<file path="config.mk">
export PLATFORM = sky130hd
export DESIGN_NAME = jam_cost_arbiter
export DESIGN_NICKNAME = d
export VERILOG_FILES = /design/src/rtl/jam_pkg.sv /design/src/rtl/jam_rr_pick.sv /design/src/rtl/jam_cost_arbiter.sv
export SDC_FILE = /design/constraint.sdc
export NUM_CORES = 1
export LEC_CHECK = 0
export CORE_MARGIN = 2
export CORE_UTILIZATION = 32
export CTS_CLUSTER_SIZE = 16
export DETAILED_ROUTE_END_ITERATION = 7
export PLACE_DENSITY = 0.65
export SETUP_SLACK_MARGIN = 0.2
export SYNTH_ARGS = -nofsm -noshare
export SYNTH_HDL_FRONTEND = slang
export SYNTH_SLANG_ARGS = --single-unit
export TNS_END_PERCENT = 20
</file>
<file path="constraint.sdc">
create_clock -name CLK -period 1.35 [get_ports CLK]
set_clock_uncertainty 0.1 [all_clocks]
set_input_delay 0.2025 -clock CLK [delete_from_list [all_inputs] [get_ports CLK]]
set_output_delay 0.2025 -clock CLK [all_outputs]
set_load 0.01 [all_outputs]
</file>
<file path="src/rtl/jam_pkg.sv">
// Shared definitions for the JAM cost-table blocks: default widths, the
// requester limit and the arbiter state encoding.
package jam_pkg;

    localparam int JAM_IDX_W     = 3;
    localparam int JAM_COST_W    = 7;
    localparam int JAM_NREQ_MAX  = 4;

    typedef enum logic [0:0] {
        ARB   = 1'b0,
        BURST = 1'b1
    } arb_state_t;

    // Index width for n requesters, never narrower than one bit.
    function automatic int ptr_width(input int n);
        return (n > 1) ? $clog2(n) : 1;
    endfunction

endpackage

</file>
<file path="src/rtl/jam_rr_pick.sv">
// Combinational round-robin picker: first asserted request scanning upward
// from ptr and wrapping at NREQ.
import jam_pkg::*;

module jam_rr_pick #(
    parameter int NREQ  = 2,
    parameter int PTR_W = ptr_width(NREQ)
) (
    input  logic [NREQ-1:0]  req,
    input  logic [PTR_W-1:0] ptr,
    output logic [NREQ-1:0]  pick,
    output logic [PTR_W-1:0] pick_idx,
    output logic             any
);

    logic [PTR_W-1:0] w_cand;

    // Walk the candidates from ptr, wrapping explicitly so no modulo is needed.
    always_comb begin
        pick     = '0;
        pick_idx = '0;
        any      = 1'b0;
        w_cand   = ptr;
        for (int k = 0; k < NREQ; k++) begin
            if (!any && req[w_cand]) begin
                any          = 1'b1;
                pick[w_cand] = 1'b1;
                pick_idx     = w_cand;
            end else begin
                any = any;
            end
            if (w_cand == PTR_W'(NREQ - 1)) begin
                w_cand = '0;
            end else begin
                w_cand = w_cand + PTR_W'(1);
            end
        end
    end

endmodule

</file>
<file path="src/rtl/jam_cost_arbiter.sv">
// Round-robin, burst-locking arbiter for the single cost-table read port,
// with a fixed two-stage read return (address register, then data register).
import jam_pkg::*;

module jam_cost_arbiter #(
    parameter int NREQ      = 2,
    parameter int IDX_W     = JAM_IDX_W,
    parameter int COST_W    = JAM_COST_W,
    parameter int MAX_BURST = 8
) (
    input  logic                    CLK,
    input  logic                    RST,
    input  logic [NREQ-1:0]         req,
    input  logic [NREQ*IDX_W-1:0]   req_w,
    input  logic [NREQ*IDX_W-1:0]   req_j,
    input  logic [NREQ-1:0]         req_last,
    output logic [NREQ-1:0]         gnt,
    output logic [IDX_W-1:0]        W,
    output logic [IDX_W-1:0]        J,
    input  logic [COST_W-1:0]       Cost,
    output logic [NREQ-1:0]         rvalid,
    output logic [COST_W-1:0]       rdata,
    output logic                    busy
);

    localparam int PTR_W = ptr_width(NREQ);
    localparam int CNT_W = $clog2(MAX_BURST + 1);
    localparam logic [CNT_W-1:0] MAXB_C = CNT_W'(MAX_BURST);

    arb_state_t         r_state;
    arb_state_t         w_state_nxt;
    logic [PTR_W-1:0]   r_ptr;
    logic [PTR_W-1:0]   w_ptr_nxt;
    logic [PTR_W-1:0]   r_owner;
    logic [PTR_W-1:0]   w_owner_nxt;
    logic [CNT_W-1:0]   r_beat_cnt;
    logic [CNT_W-1:0]   w_cnt_nxt;
    logic [CNT_W-1:0]   w_cnt_inc;

    logic [NREQ-1:0]    w_pick;
    logic [PTR_W-1:0]   w_pick_idx;
    logic               w_any;
    logic [NREQ-1:0]    w_gnt;
    logic               w_accept;
    logic [PTR_W-1:0]   w_acc_idx;
    logic [IDX_W-1:0]   w_sel_w;
    logic [IDX_W-1:0]   w_sel_j;

    logic               r_v1;
    logic [PTR_W-1:0]   r_tag;
    logic [NREQ-1:0]    w_tag_oh;
    logic [IDX_W-1:0]   r_w;
    logic [IDX_W-1:0]   r_j;
    logic [NREQ-1:0]    r_rvalid;
    logic [COST_W-1:0]  r_rdata;

    function automatic logic [PTR_W-1:0] rr_next(input logic [PTR_W-1:0] idx);
        if (idx == PTR_W'(NREQ - 1)) begin
            return '0;
        end else begin
            return idx + PTR_W'(1);
        end
    endfunction

    jam_rr_pick #(
        .NREQ  (NREQ),
        .PTR_W (PTR_W)
    ) u_pick (
        .req      (req),
        .ptr      (r_ptr),
        .pick     (w_pick),
        .pick_idx (w_pick_idx),
        .any      (w_any)
    );

    assign w_cnt_inc = r_beat_cnt + CNT_W'(1);

    // State register.
    always_ff @(posedge CLK) begin
        if (!RST) begin
            r_state <= ARB;
        end else begin
            r_state <= w_state_nxt;
        end
    end

    // Next state plus pointer/owner/beat bookkeeping for the accepted beat.
    always_comb begin
        w_state_nxt = r_state;
        w_ptr_nxt   = r_ptr;
        w_owner_nxt = r_owner;
        w_cnt_nxt   = r_beat_cnt;
        w_accept    = 1'b0;
        w_acc_idx   = r_owner;
        case (r_state)
            ARB: begin
                if (w_any) begin
                    w_accept  = 1'b1;
                    w_acc_idx = w_pick_idx;
                    if (req_last[w_pick_idx] || (MAX_BURST == 1)) begin
                        w_ptr_nxt = rr_next(w_pick_idx);
                    end else begin
                        w_state_nxt = BURST;
                        w_owner_nxt = w_pick_idx;
                        w_cnt_nxt   = CNT_W'(1);
                    end
                end else begin
                    w_state_nxt = ARB;
                end
            end
            BURST: begin
                if (req[r_owner]) begin
                    w_accept  = 1'b1;
                    w_acc_idx = r_owner;
                    w_cnt_nxt = w_cnt_inc;
                    if (req_last[r_owner] || (w_cnt_inc == MAXB_C)) begin
                        w_state_nxt = ARB;
                        w_ptr_nxt   = rr_next(r_owner);
                        w_cnt_nxt   = '0;
                    end else begin
                        w_state_nxt = BURST;
                    end
                end else begin
                    // Owner abandoned the lock: give the port back without a beat.
                    w_state_nxt = ARB;
                    w_ptr_nxt   = rr_next(r_owner);
                    w_cnt_nxt   = '0;
                end
            end
            default: begin
                w_state_nxt = ARB;
            end
        endcase
    end

    // Grant outputs, forced low while reset is asserted.
    always_comb begin
        w_gnt = '0;
        if (RST) begin
            case (r_state)
                ARB:     w_gnt = w_pick;
                BURST:   w_gnt[r_owner] = req[r_owner];
                default: w_gnt = '0;
            endcase
        end else begin
            w_gnt = '0;
        end
    end

    // Arbitration bookkeeping registers.
    always_ff @(posedge CLK) begin
        if (!RST) begin
            r_ptr      <= '0;
            r_owner    <= '0;
            r_beat_cnt <= '0;
        end else begin
            r_ptr      <= w_ptr_nxt;
            r_owner    <= w_owner_nxt;
            r_beat_cnt <= w_cnt_nxt;
        end
    end

    // Address slice of the accepted requester and one-hot of the in-flight tag.
    always_comb begin
        w_sel_w  = req_w[int'(w_acc_idx)*IDX_W +: IDX_W];
        w_sel_j  = req_j[int'(w_acc_idx)*IDX_W +: IDX_W];
        w_tag_oh = '0;
        w_tag_oh[r_tag] = 1'b1;
    end

    // Two-stage read return: S1 holds address and tag, S2 captures Cost.
    always_ff @(posedge CLK) begin
        if (!RST) begin
            r_v1     <= 1'b0;
            r_tag    <= '0;
            r_w      <= '0;
            r_j      <= '0;
            r_rvalid <= '0;
            r_rdata  <= '0;
        end else begin
            r_v1 <= w_accept;
            if (w_accept) begin
                r_tag <= w_acc_idx;
                r_w   <= w_sel_w;
                r_j   <= w_sel_j;
            end else begin
                r_tag <= r_tag;
            end
            if (r_v1) begin
                r_rvalid <= w_tag_oh;
                r_rdata  <= Cost;
            end else begin
                r_rvalid <= '0;
            end
        end
    end

    assign gnt    = w_gnt;
    assign W      = r_w;
    assign J      = r_j;
    assign rvalid = r_rvalid;
    assign rdata  = r_rdata;
    assign busy   = (r_state == BURST) | r_v1 | (|r_rvalid);

endmodule
</file>
==> flow_summary_export.csv <==
group,metric,value,unit
critical_path,cp.required,1.05,ns
finish,final_area,1800,µm²
critical_path,cp-start-kind,"register",
pwr,leakagePower,0.768,nW
route,wire_per_inst,12.3,µm
logic_synthesis,synth_common_cells,"dfxtp_1 (24), mux2i_1 (14), nor2_1 (12)",
logic_synthesis,synth_top_area_share,42.5,%
clock_tree,hold_buffers,0,
logic_synthesis,syn_avg_cell_area,9.19,µm²
clock_tree,cts_sinks,24,
sta,final.setup.tns,-1.72,ns
logic_synthesis,synth_seq_cells,24,
sta,fmax,617,MHz
clock_tree,cts_tree,"yes",
critical_path,path_cells,"or4_4 -> buf_6",
logic_synthesis,yosysTopAreaCell,"dfxtp_1",
critical_path,worstSetupPathDepth,2,
placed_design,io_buffer_count,42,
critical_path,cp.buffers_inverters,1,
pwr,irDropWorstVdd,0.597,mV
die,die_h,63.4,µm
logic_synthesis,synth.distinct_cells,35,
sta,maxSlewViolCount,0,
logic_synthesis,ys_dominant_reg_cell,"dfxtp_1",
logic_synthesis,ys_async_sr_fraction,0,%
global_routing,antenna_found_initial,0,
die,die_w,63.4,µm
sta,max_slew_margin,77.5,%
logic_synthesis,synth.top_cells.by_area,"dfxtp_1 (43%), mux2i_1 (12%), o22ai_1 (4.4%), nor2_1 (4.0%), inv_1 (3.7%)",
finish,n_fill_cell,348,
global_routing,gr-total-overflow,0,
route,drt_pass1_iterations,3,
route,ant_nets,0,
die,dieArea,4020,µm²
finish,nets,209,
die,core_area,3360,µm²
clock_tree,clk_pin_slew_worst_paths,0.13,ns
critical_path,critPathMaxStageDelay,0.53,ns
logic_synthesis,yosysMostFrequentCell,"dfxtp_1",
logic_synthesis,syn_area,1130,µm²
die,io_pins,43,
finish,syn_to_final_growth,59.1,%
pwr,p_per_area,892,nW/µm²
outcome,status,"finished, violations left",
logic_synthesis,synthCells,123,
route,vias,1100,
sta,rsz0062_at_grt,"yes",
logic_synthesis,synth_nets,149,
route,drtIter0Drc,17,
placed_design,routabilityCongestion,0.881,
finish,area.sequential,500,µm²
sta,timing.final.crit_share,120,%
logic_synthesis,synth_warnings,0,
finish,fin_util,53.5,%
global_routing,grt_pass1_vias,1100,
global_routing,track_usage,14.9,%
global_routing,grt_pass1_wl,4.73,mm
critical_path,crit_family,"simple AND/OR/NAND/NOR gates",
route,drt_wl_total,2.80,mm
critical_path,path_class,"reg -> out",
logic_synthesis,synth_edf_count,0,
finish,multi_input_area,627,µm²
die,initial_core_util,33.6,%
critical_path,rr_worst_depth,5,
finish,n_antenna_cell,0,
route,route.detailed.drc,0,
clock_tree,clk_path_buf_depth,2,
worst_hold_path,min_path_cells,1,
clock_tree,insertion_delay,0.31,ns
logic_synthesis,synth.yosys.seq_area_share,42.5,%
die,rows,21,
critical_path,crit_fanout,2,
outcome,failed_checks,"negative setup slack",
sta,setup_viol_count_final,15,
sta,timing.final.crit_period,1.62,ns
critical_path,worstSetupEndpointType,"output port",
sta,finalWorstSetupSlack,-0.272,ns
route,viasPerCell,4.82,
clock_tree,clockRootBuffer,"clkbuf_4",
flow_run,maxCapViolCount,0,
sta,finalHoldViolCount,0,
clock_tree,htree_levels,1,
critical_path,crit_arrival,1.32,ns
critical_path,critPathSlowestCell,"or4_4",
worst_hold_path,hold_path_class,"reg -> reg",
placed_design,place_area,1720,µm²
placed_design,dp_hpwl,2.20,mm
clock_tree,cts_buffers,3,
finish,drive_gt1_share,38.5,%
sta,worst_pin_slew,0.338,ns
global_routing,grt_max_degree,14,
[power breakdown]
| group | leakage [nW] | switching, mW | total (mW) | internal, mW |
|---|---|---|---|---|
| registers | 0.203 | 0.0372 | 0.805 | 0.768 |
| clock network | 0.0150 | 0.211 | 0.327 | 0.115 |
| logic | 0.549 | 0.197 | 0.472 | 0.275 |
| total | 0.768 | 0.445 | 1.60 | 1.16 |
[final timing paths]
kind / start / to / slack [ns]
max: r_state / busy / -0.27
min: r_tag / rvalid[0] / 0.32
max reg2reg: r_ptr / J[1] / -0.15
min reg2reg: r_tag / rvalid[0] / 0.32
[cell type report]
type / instances / area share [%]
repair buffers: 61 / 30.3
clock buffers: 4 / 1.46
multi-input cells: 82 / 34.9
well taps: 46 / 3.20
flip-flops and latches: 24 / 27.8
inverters: 11 / 2.30
[state kept, by name, summed over array words and instances (netlist names)]
register    flops
r_v1            1
r_state         1
W               3
r_tag           1
rdata           7
J               3
rvalid          2
r_ptr           1
r_beat_cnt      4
r_owner         1
[cells in the final DEF (no fill, tap or decap), types with 2 or more instances in the layout]
| cell type | instances |
|---|---|
| clkdlybuf4s50_1 | 22 |
| mux2i_1 | 14 |
| buf_4 | 14 |
| dfxtp_2 | 13 |
| inv_1 | 11 |
| nor2_1 | 11 |
| dfxtp_1 | 10 |
| nand2_1 | 9 |
| buf_2 | 9 |
| o22ai_1 | 8 |
| buf_6 | 8 |
| clkdlybuf4s15_2 | 6 |
| a21oi_1 | 3 |
| clkbuf_4 | 3 |
| nand2_2 | 2 |
| o2111a_1 | 2 |
| nand2b_4 | 2 |
| o21ai_0 | 2 |
| o31ai_1 | 2 |
| nand2b_1 | 2 |
| nand3_1 | 2 |
| dlygate4sd2_1 | 2 |
[per-layer routing]
layer  vias up  track usage (%)  routed length (µm)
li1        556                -                   -
met1       507             14.9                1090
met2        32             27.6                1470
met3         5             5.18                 191
met4         0             5.98                  45
met5         -                0                   0
[worst reg2reg max path: stages (launching register included)]
cell and delay [ns]:
dfxtp_2 0.36, buf_6 0.12, a21bo_4 0.22, o22ai_4 0.27, mux2i_1 0.24, o22ai_1 0.09
[stage by stage]
stage               power, mW  setup WS [ns]  cells  hold slack [ns]
floorplan                1.05         0.0558    123            0.250
detailed placement       1.28         -0.647    223            0.312
CTS                      1.62         -0.284    228            0.324
global route             1.69         -0.297    228            0.345
global placement         1.27         -0.570    223            0.302
finish                   1.60         -0.272    228            0.323
[kinds of logic (layout without fill, tap and decap cells)]
group	after synthesis	count (layout)	synth area share, %
AOI/OAI and AO/OA	29	29	19.0
DFF	24	24	42.5
muxes	14	14	12.4
and+or+nand+nor	38	38	17.2
adders and majority gates	1	1	1.11
buffers and inverters	17	76	7.75
[repair_timing]
item                       4_1_cts  5_1_grt
buffers inserted                 1        0
pin swaps                        7        3
gates resized for setup         93        5
setup endpoints to repair       33       29
Note: power is estimated with default switching activity, not from simulation.
